===== src/rtl/dag_path_counter.sv =====
// dag_path_counter: counts distinct start->end paths in a layered DAG using a merging, CAM-searched ring work queue.
// Rev 1.0
`default_nettype none

module dag_path_counter #(
  parameter int NODE_W = 10,
  parameter int ACC_W  = 24,
  parameter int DEPTH  = 32
) (
  input  logic              clk,
  input  logic              rst_n,
  input  logic              start,
  input  logic              abort,
  input  logic [NODE_W-1:0] start_node,
  input  logic [NODE_W-1:0] end_node,
  output logic              busy,
  output logic              done,
  output logic [ACC_W-1:0]  result,
  output logic              acc_ovf,
  output logic              q_ovf,
  output logic              req_valid,
  input  logic              req_ready,
  output logic [NODE_W-1:0] req_node,
  input  logic              rsp_valid,
  input  logic [NODE_W-1:0] rsp_node,
  input  logic              rsp_last,
  input  logic              rsp_none
);

  localparam int             PTR_W    = $clog2(DEPTH);
  localparam logic [PTR_W:0] FULL_OCC = (PTR_W+1)'(DEPTH);

  typedef enum logic [2:0] {
    ST_IDLE = 3'd0,
    ST_INIT = 3'd1,
    ST_POP  = 3'd2,
    ST_REQ  = 3'd3,
    ST_EDGE = 3'd4,
    ST_DONE = 3'd5
  } state_t;

  state_t state, state_nx;

  logic [NODE_W-1:0] q_node [DEPTH];
  logic [ACC_W-1:0]  q_cnt  [DEPTH];
  logic [DEPTH-1:0]  q_vld;
  logic [PTR_W-1:0]  wr_ptr, rd_ptr;
  logic [PTR_W:0]    occ;

  logic [NODE_W-1:0] s_node, e_node, cur_node;
  logic [ACC_W-1:0]  cur_cnt, end_acc;

  logic              empty, full, run_abort, beat, is_end, hit;
  logic              do_end, do_hit, do_push, do_drop;
  logic [PTR_W-1:0]  hit_idx;
  logic [ACC_W:0]    sum_end, sum_hit;
  logic [ACC_W-1:0]  sat_end, sat_hit;

  logic              wr_en;
  logic [PTR_W-1:0]  wr_idx;
  logic [NODE_W-1:0] wr_node;
  logic [ACC_W-1:0]  wr_cnt;

  assign empty     = (occ == '0);
  assign full      = (occ == FULL_OCC);
  assign run_abort = abort && (state != ST_IDLE);
  assign beat      = (state == ST_EDGE) && rsp_valid;
  assign is_end    = (rsp_node == e_node);

  // A node is never queued twice while valid, so at most one entry matches.
  always_comb begin
    hit     = 1'b0;
    hit_idx = '0;
    for (int i = 0; i < DEPTH; i++) begin
      if (q_vld[i] && (q_node[i] == rsp_node)) begin
        hit     = 1'b1;
        hit_idx = PTR_W'(i);
      end
    end
  end

  assign do_end  = beat && !rsp_none && is_end;
  assign do_hit  = beat && !rsp_none && !is_end && hit;
  assign do_push = beat && !rsp_none && !is_end && !hit && !full;
  assign do_drop = beat && !rsp_none && !is_end && !hit && full;

  assign sum_end = {1'b0, end_acc} + {1'b0, cur_cnt};
  assign sum_hit = {1'b0, q_cnt[hit_idx]} + {1'b0, cur_cnt};
  assign sat_end = sum_end[ACC_W] ? '1 : sum_end[ACC_W-1:0];
  assign sat_hit = sum_hit[ACC_W] ? '1 : sum_hit[ACC_W-1:0];

  // Single write port shared by the INIT seed, appends and in-place merges.
  always_comb begin
    wr_en   = 1'b0;
    wr_idx  = wr_ptr;
    wr_node = rsp_node;
    wr_cnt  = cur_cnt;
    if ((state == ST_INIT) && (s_node != e_node)) begin
      wr_en   = 1'b1;
      wr_node = s_node;
      wr_cnt  = ACC_W'(1);
    end else if (do_push) begin
      wr_en = 1'b1;
    end else if (do_hit) begin
      wr_en  = 1'b1;
      wr_idx = hit_idx;
      wr_cnt = sat_hit;
    end
  end

  always_ff @(posedge clk) begin
    if (wr_en) begin
      q_node[wr_idx] <= wr_node;
      q_cnt[wr_idx]  <= wr_cnt;
    end
  end

  always_ff @(posedge clk or negedge rst_n) begin
    if (!rst_n) state <= ST_IDLE;
    else        state <= state_nx;
  end

  always_comb begin
    state_nx = state;
    case (state)
      ST_IDLE: if (start) state_nx = ST_INIT;
      ST_INIT: state_nx = (s_node == e_node) ? ST_DONE : ST_POP;
      ST_POP:  state_nx = empty ? ST_DONE : ST_REQ;
      ST_REQ:  if (req_ready) state_nx = ST_EDGE;
      ST_EDGE: if (rsp_valid && (rsp_last || rsp_none)) state_nx = ST_POP;
      ST_DONE: state_nx = ST_IDLE;
      default: state_nx = ST_IDLE;
    endcase
    if (run_abort) state_nx = ST_IDLE;
  end

  assign req_valid = (state == ST_REQ);
  assign req_node  = cur_node;

  always_ff @(posedge clk or negedge rst_n) begin
    if (!rst_n) begin
      busy     <= 1'b0;
      done     <= 1'b0;
      result   <= '0;
      acc_ovf  <= 1'b0;
      q_ovf    <= 1'b0;
      q_vld    <= '0;
      wr_ptr   <= '0;
      rd_ptr   <= '0;
      occ      <= '0;
      s_node   <= '0;
      e_node   <= '0;
      cur_node <= '0;
      cur_cnt  <= '0;
      end_acc  <= '0;
    end else begin
      done <= 1'b0;
      if (run_abort) begin
        busy   <= 1'b0;
        q_vld  <= '0;
        wr_ptr <= '0;
        rd_ptr <= '0;
        occ    <= '0;
      end else begin
        case (state)
          ST_IDLE: begin
            if (start) begin
              busy    <= 1'b1;
              acc_ovf <= 1'b0;
              q_ovf   <= 1'b0;
              end_acc <= '0;
              q_vld   <= '0;
              wr_ptr  <= '0;
              rd_ptr  <= '0;
              occ     <= '0;
              s_node  <= start_node;
              e_node  <= end_node;
            end
          end
          ST_INIT: begin
            if (s_node == e_node) begin
              end_acc <= ACC_W'(1);
            end else begin
              q_vld[wr_ptr] <= 1'b1;
              wr_ptr        <= wr_ptr + 1'b1;
              occ           <= occ + 1'b1;
            end
          end
          ST_POP: begin
            if (!empty) begin
              cur_node      <= q_node[rd_ptr];
              cur_cnt       <= q_cnt[rd_ptr];
              q_vld[rd_ptr] <= 1'b0;
              rd_ptr        <= rd_ptr + 1'b1;
              occ           <= occ - 1'b1;
            end
          end
          ST_EDGE: begin
            if (do_end) begin
              end_acc <= sat_end;
              if (sum_end[ACC_W]) acc_ovf <= 1'b1;
            end
            if (do_hit && sum_hit[ACC_W]) acc_ovf <= 1'b1;
            if (do_push) begin
              q_vld[wr_ptr] <= 1'b1;
              wr_ptr        <= wr_ptr + 1'b1;
              occ           <= occ + 1'b1;
            end
            if (do_drop) q_ovf <= 1'b1;
          end
          ST_DONE: begin
            result <= end_acc;
            done   <= 1'b1;
            busy   <= 1'b0;
          end
          default: ;
        endcase
      end
    end
  end

endmodule

`default_nettype wire

===== config.mk =====
export PLATFORM = sky130hd
export DESIGN_NAME = dag_path_counter
export DESIGN_NICKNAME = d
export VERILOG_FILES = /design/src/rtl/dag_path_counter.sv
export SDC_FILE = /design/constraint.sdc
export NUM_CORES = 2
export LEC_CHECK = 0
export CELL_PAD_IN_SITES_DETAIL_PLACEMENT = 1
export CELL_PAD_IN_SITES_GLOBAL_PLACEMENT = 2
export CORE_ASPECT_RATIO = 1.25
export CORE_MARGIN = 3
export CORE_UTILIZATION = 50
export CTS_BUF_LIST = sky130_fd_sc_hd__clkbuf_4 sky130_fd_sc_hd__clkbuf_8 sky130_fd_sc_hd__clkbuf_16
export CTS_CLUSTER_DIAMETER = 150
export DETAILED_ROUTE_END_ITERATION = 10
export HOLD_SLACK_MARGIN = 0.08
export PLACE_DENSITY = 0.85
export SYNTH_ARGS = -nofsm -noshare
export SYNTH_HDL_FRONTEND = slang
export SYNTH_SLANG_ARGS = --single-unit

===== constraint.sdc =====
create_clock -name clk -period 23.5 [get_ports clk]
set_clock_uncertainty 0.2 [all_clocks]
set_input_delay 3.525 -clock clk [delete_from_list [all_inputs] [get_ports clk]]
set_output_delay 3.525 -clock clk [all_outputs]
set_load 0.02 [all_outputs]

# Yosys cells after proc, flatten, opt, wreduce, memory -nomap -nowiden

Memories as Yosys holds them, arrays and structs flattened. A register that Yosys moved wholly into a read port is not among the register bits.
Index checks and enable logic that the tools add are counted.

Word-level logic and storage cells: 280
Flip-flop bits (word level): 123
Output and inout bits: 39
Input port bits: 38
RAM bits: 1088
Memories kept: 2

Eq/ne operators: 53
$lt $le $gt $ge: 4
Bitwise gates (word level): 5
Add/subtract/negate cells: 6
Reductions and logical operators: 73
Multiplexer cells: 124

Memory list:

| memory | words | width | read ports | clocked after Yosys merged registers in | wr ports | line | source |
|---|---|---|---|---|---|---|---|
| q_cnt  | 32    | 24    | 2          | 1                                       | 1        | 45   | `logic [ACC_W-1:0] q_cnt [DEPTH];` |
| q_node | 32    | 10    | 33         | 1                                       | 1        | 44   | `logic [NODE_W-1:0] q_node [DEPTH];` |

Operators with widths:

| operator                                            | number |
|---|---|
| == test 10 bit                                      | 34 |
| two-way mux 5 bit                                   | 39 |
| two-way mux 24 bit                                  | 8 |
| two-way mux 32 bit                                  | 5 |
| one-hot mux 32 bit (4 select lines)                 | 1 |
| one-hot mux 24 bit (3 select lines)                 | 1 |
| adder 24 x 24 -> 25 bit                             | 2 |
| two-way mux 1 bit                                   | 49 |
| logical AND 1 bit                                   | 46 |
| AND 32 bit                                          | 1 |
| NOT 32 bit                                          | 1 |
| OR 32 bit                                           | 1 |
| two-way mux 6 bit                                   | 5 |
| one-hot mux 6 bit (4 select lines)                  | 1 |
| two-way mux 3 bit                                   | 6 |
| one-hot mux 3 bit (5 select lines)                  | 1 |
| one-hot mux 5 bit (3 select lines)                  | 1 |
| AND reduction 5 bit                                 | 3 |
| < comparator 5 x 6 -> 1 bit (second input constant) | 2 |
| != test 3 bit (second input constant)               | 4 |
| AND reduction 3 bit                                 | 4 |
| nonzero test 3 bit                                  | 4 |
| adder 5 x 1 -> 5 bit (second input constant)        | 2 |
| demux 1 bit (select 5 bit)                          | 2 |
| 25 further kinds                                    | 42 |

# Longest topological paths before layout

An unclocked memory read counts as a cell.

Depth after elaboration: 42
Gate-level depth with buffers: 34

# Least setup slack after synthesis

OpenSTA, ideal clock, no wires.

Kind: input to register
Start point: input rsp_node[9]
End point: memory q_cnt[0][10] (data pin)
Path slack: 12.349 ns
Stages: 34
Arrival: 10.460 ns
Setup time: 0.491 ns
Data required time: 22.809 ns
Path buffers: 8
Cell sequence: buf_6 buf_6 buf_6 xnor2_1 nand4_1 or3_1 o31ai_2 a211oi_2 o211ai_2 nand3_2 nand2_1 buf_6 buf_2 buf_2 buf_2 nand2_1 a31oi_1 a21oi_1 o221ai_1 ha_1 inv_1 fa_1 nor2b_1 o21ai_0 a21bo_2 a211o_1 o21ai_0 a41o_1 nor2b_1 nor2_1 a31oi_1 o21a_1 clkbuf_1 a311oi_1

Word-level cells in the longest chain between the ends: 39

Ends and longest elaborated chain:

| element                                                                     | line    | source |
|---|---|---|
| start: declaration                                                          | 25      | `input logic [NODE_W-1:0] rsp_node,` |
| == test 10 bit                                                              | 75      | `if (q_vld[i] && (q_node[i] == rsp_node)) begin` |
| logical AND 1 bit                                                           | 75      |  |
| two-way mux 1 bit                                                           | 75      |  |
| two-way mux 5 bit / two-way mux 1 bit (equally long branches) (30 in a row) | 75      |  |
| memory read (32 x 24 bit) / two-way mux 1 bit (equally long branches)       | n/a     |  |
| adder 24 x 24 -> 25 bit / zero test 1 bit (equally long branches)           | 88, 84  |  |
| two-way mux 24 bit / logical AND 1 bit (equally long branches)              | 90, 84  |  |
| two-way mux 24 bit / logical AND 1 bit (equally long branches)              | 104, 84 |  |
| two-way mux 24 bit *                                                        | 102     | `end else if (do_push) begin` |
| two-way mux 24 bit *                                                        | 98      | `if ((state == ST_INIT) && (s_node != e_node)) begin` |
| net wr_cnt[10]                                                              | 62      | `logic [ACC_W-1:0] wr_cnt;` |
| end: declaration                                                            | 45      |  |

Mark *: on every way through the listed nets, which the timed path passes. The rest lies on a longest branch.

# Worst setup path in the final report

Start point: input rsp_node[5]
End point: memory q_cnt[2][0] (data pin)

The elaborated chain is that of the path after synthesis.

==> impl_metrics.toml <==
[run_status]
status = "complete, but fails checks"
violations = "max-slew violations"

[synth]
synth_edf_count = 1088
ys_seq_area_frac = 0.598
synth_warnings = 0
ys_ff_latch = 1245
syn_area_per_cell_sq_um = 14.4
ys_async_sr_fraction = 0.126
yosysUniqueCellTypes = 80
netlist_instances = 4255
syn_area_sq_um = 61200
synthFlopType = "edfxtp_1"
synth.net_count = 4356

[sta]
whs_ps = 307
slew_headroom = -0.0521
finalCritPeriodShare = 0.585
rsz0062_at_grt = "no"
setup_violations = 0
finalSetupTns_ps = 0
fmax_mhz = 72.8
finalHoldViolCount = 0
period_needed_ps = 13740
tightest_slew_ps = 1580
drv_slew = 1

[global_route]
gr-total-overflow = 0
grt_pass1_wl_um = 326000
grt_pass1_vias = 44800
antenna_found_initial = 1
grt_max_degree = 136
grt_usage = 0.362

[clocking]
clock-root-buffer = "clkbuf_16"
path_clk_slew_ps = 60
htreeDepth = 4
clkLatencyLatePin_ps = 790
ctsLongestPathBuffers = 3
cts_buffers = 133
cts_tree = "done"
ctsHoldBuffers = 0
postCtsSetupRepairBufs = 0
ctsResizeCount = 0
cts.sinks = 1245

[power_and_ir_drop]
switchingPower_uw = 2320
clock_power_share = 0.305
p_sw_frac = 0.327
power_uw = 7100
intPower_uw = 4780
seqPwrFrac = 0.426
p_comb_frac = 0.268
vdd_drop_max_uv = 71.0
cellPowerDensity_nw_per_um2 = 104
leakagePower_uw = 0.0218

[detailed_routing]
wl_met2_um = 107000
wl_met1_um = 78900
wl_met3_um = 23500
post-route-drc-count = 0
vias = 42900
drt-wirelength-per-cell_um = 38.7
top_layer = "met4"
via_per_inst = 7.17
dr.pass1.iters = 5
wirelength_um = 231000
drt-initial-drc-count = 5991
antenna_left = 0

[finish]
drive_gt1_frac = 0.186
syn2layout_area_growth_pct = 11.7
antenna_cells = 0
fillers = 11300
fin_nets = 4384

[min_path]
holdPathStages = 1
min_to = "result[12]$_DFFE_PN0P_"
hold_path_class = "flop to flop"
min-delay-start = "result[12]$_DFFE_PN0P_"

[job]
cap_violations = 0

[setup_path]
worst_ep_arrival_time_ps = 13920
crit_required_ps = 23690
startpoint_type = "input pin"
rr_startpoint = "q_node[22][1]$_DFFE_PP_"
r2r-end = "q_cnt[2][0]$_DFFE_PP_"
critPathMaxFanout = 135
reg2reg_slack_ps = 12760
reg2regPathDepth = 25
path_class = "input pin to flop"
worst_setup_path_end_kind = "flop"

[floorplan]
start_util = 0.507
top_level_ports = 77
die_h_um = 397
fp-row-count = 142
core_area_sq_um = 121000
chipWidth_um = 319
dieArea_sq_um = 127000

[placed_design]
place.gp.congestion = 0.933
io_buffers = 76
hpwl_um = 136000
[worst max-delay path by stage]
stage / cells after the start / from / end / slack (ps)
after floorplan: 34 / rsp_node[9] / q_cnt[0][10]$_DFFE_PP_ / 12350
after global placement: 27 / rsp_node[1] / q_cnt[17][0]$_DFFE_PP_ / 9630
after detailed placement: 27 / rsp_node[5] / q_cnt[18][0]$_DFFE_PP_ / 9300
after CTS: 27 / rsp_node[5] / q_cnt[30][0]$_DFFE_PP_ / 10070
after global routing: 27 / rsp_node[1] / q_cnt[10][0]$_DFFE_PP_ / 9340
final: 27 / rsp_node[5] / q_cnt[2][0]$_DFFE_PP_ / 9760
[synth_stat cells, drive strengths merged (21+ instances only)]
library cell / number / area, sq um
nor3: 66 / 335
mux2: 86 / 991
nor4: 21 / 131
xor2: 30 / 263
o21ai: 170 / 851
a31oi: 69 / 432
clkbuf: 158 / 594
xnor2: 350 / 3070
a221oi: 68 / 596
a211oi: 37 / 288
nand2: 271 / 1020
nor2: 173 / 657
edfxtp: 1088 / 32700
o22ai: 81 / 507
ha: 60 / 751
o221ai: 55 / 482
a22o: 71 / 622
nand4: 78 / 488
mux2i: 202 / 2020
dfrtp: 157 / 3930
nand3: 75 / 380
mux4: 272 / 6130
a21oi: 180 / 901
buf: 146 / 941
and3: 31 / 194
a21o: 35 / 263
[flip-flops by register name (all words and copies together) (netlist names)]
signal    count
end_acc      24
acc_ovf       1
q_cnt       768
q_vld        32
rd_ptr        5
done          1
cur_cnt      24
occ           6
s_node       10
q_node      320
wr_ptr        5
result       24
q_ovf         1
e_node       10
busy          1
state         3
req_node     10
[per-layer routing]
layer | up-vias | GRT usage
met4 | 0 | 0.296
met2 | 3017 | 0.571
li1 | 16900 | -
met5 | - | 0
met1 | 22000 | 0.433
met3 | 897 | 0.0759
[layout make-up]
| type | instances | area (sq um) | share of cell area |
|---|---|---|---|
| Clock buffer | 176 | 3760 | 0.0550 |
| Tap cell | 1584 | 1980 | 0.0290 |
| Timing Repair Buffer | 197 | 1660 | 0.0243 |
| Multi-Input combinational cell | 2686 | 23600 | 0.346 |
| Clock inverter | 67 | 672 | 0.00982 |
| Sequential cell | 1245 | 36600 | 0.535 |
| Inverter | 20 | 75.1 | 0.00110 |
[metrics by stage]
stage | instances | cell area (sq um) | setup slack, ps | utilization
2_1_floorplan | 4255 | 61200 | 12350 | -
3_3_place_gp | 5731 | 63900 | 9630 | 0.529
3_5_place_dp | 5731 | 63900 | 9300 | 0.529
4_1_cts | 5974 | 68300 | 10070 | 0.566
5_1_grt | 5975 | 68400 | 9340 | 0.567
6_report | 5975 | 68400 | 9760 | 0.567
[placed cells by master, fill, tap and decap left out, types with 17 or more instances in the layout]
cell type	instances
edfxtp_1	1088
xnor2_1	349
mux4_2	272
nand2_1	267
mux2i_1	202
a21oi_1	174
o21ai_0	165
dfrtp_1	155
nor2_1	137
clkbuf_16	137
buf_4	117
o22ai_1	81
mux2_2	80
nand4_1	78
nand3_1	73
a22o_1	71
a221oi_1	68
clkdlybuf4s50_1	65
nor3_1	62
ha_1	60
o221ai_1	54
a31oi_1	51
nor2_4	35
a211oi_1	35
a21o_1	34
clkbuf_4	32
xor2_1	30
and3_1	29
clkinv_1	23
nor4_1	21
inv_1	20
or3_1	20
clkinv_2	17
[power groups by stage]
stage          Sequential (uW)  Clock, uW  Combinational, uW
2_1_floorplan             2990          0               1190
3_3_place_gp              3070          0               1780
3_5_place_dp              3070          0               1840
4_1_cts                   3030       2180               1850
5_1_grt                   3030       2270               2030
6_report                  3030       2170               1910
[critical path, stage by stage]
cell      delay [ps]
buf_2             90
buf_4            580
xnor2_1          200
nand4_1          120
or3_1            430
nand2_1          190
o21ai_0          110
a22oi_1          320
nand3_2          610
nand2_4          960
buf_12           590
buf_4            710
mux2i_1          250
o22ai_1           90
nor4_1           250
o221ai_1         240
ha_1             430
a21bo_2          260
a211o_1          340
o21ai_0          450
a41o_1           310
nor2b_1           70
nor2_1           150
a31oi_1          220
o21ai_0          860
nor2_1           120
a21oi_2         1000
[cell families after synthesis]
family | share of synthesized area
DFF | 0.598
AOI/OAI and AO/OA | 0.0955
and+or+nand+nor | 0.0632
muxes | 0.149
xor gates and xnor gates | 0.0545
buffers and inverters | 0.0263
adders and majority gates | 0.0132
(Power assumes the default switching activity.)
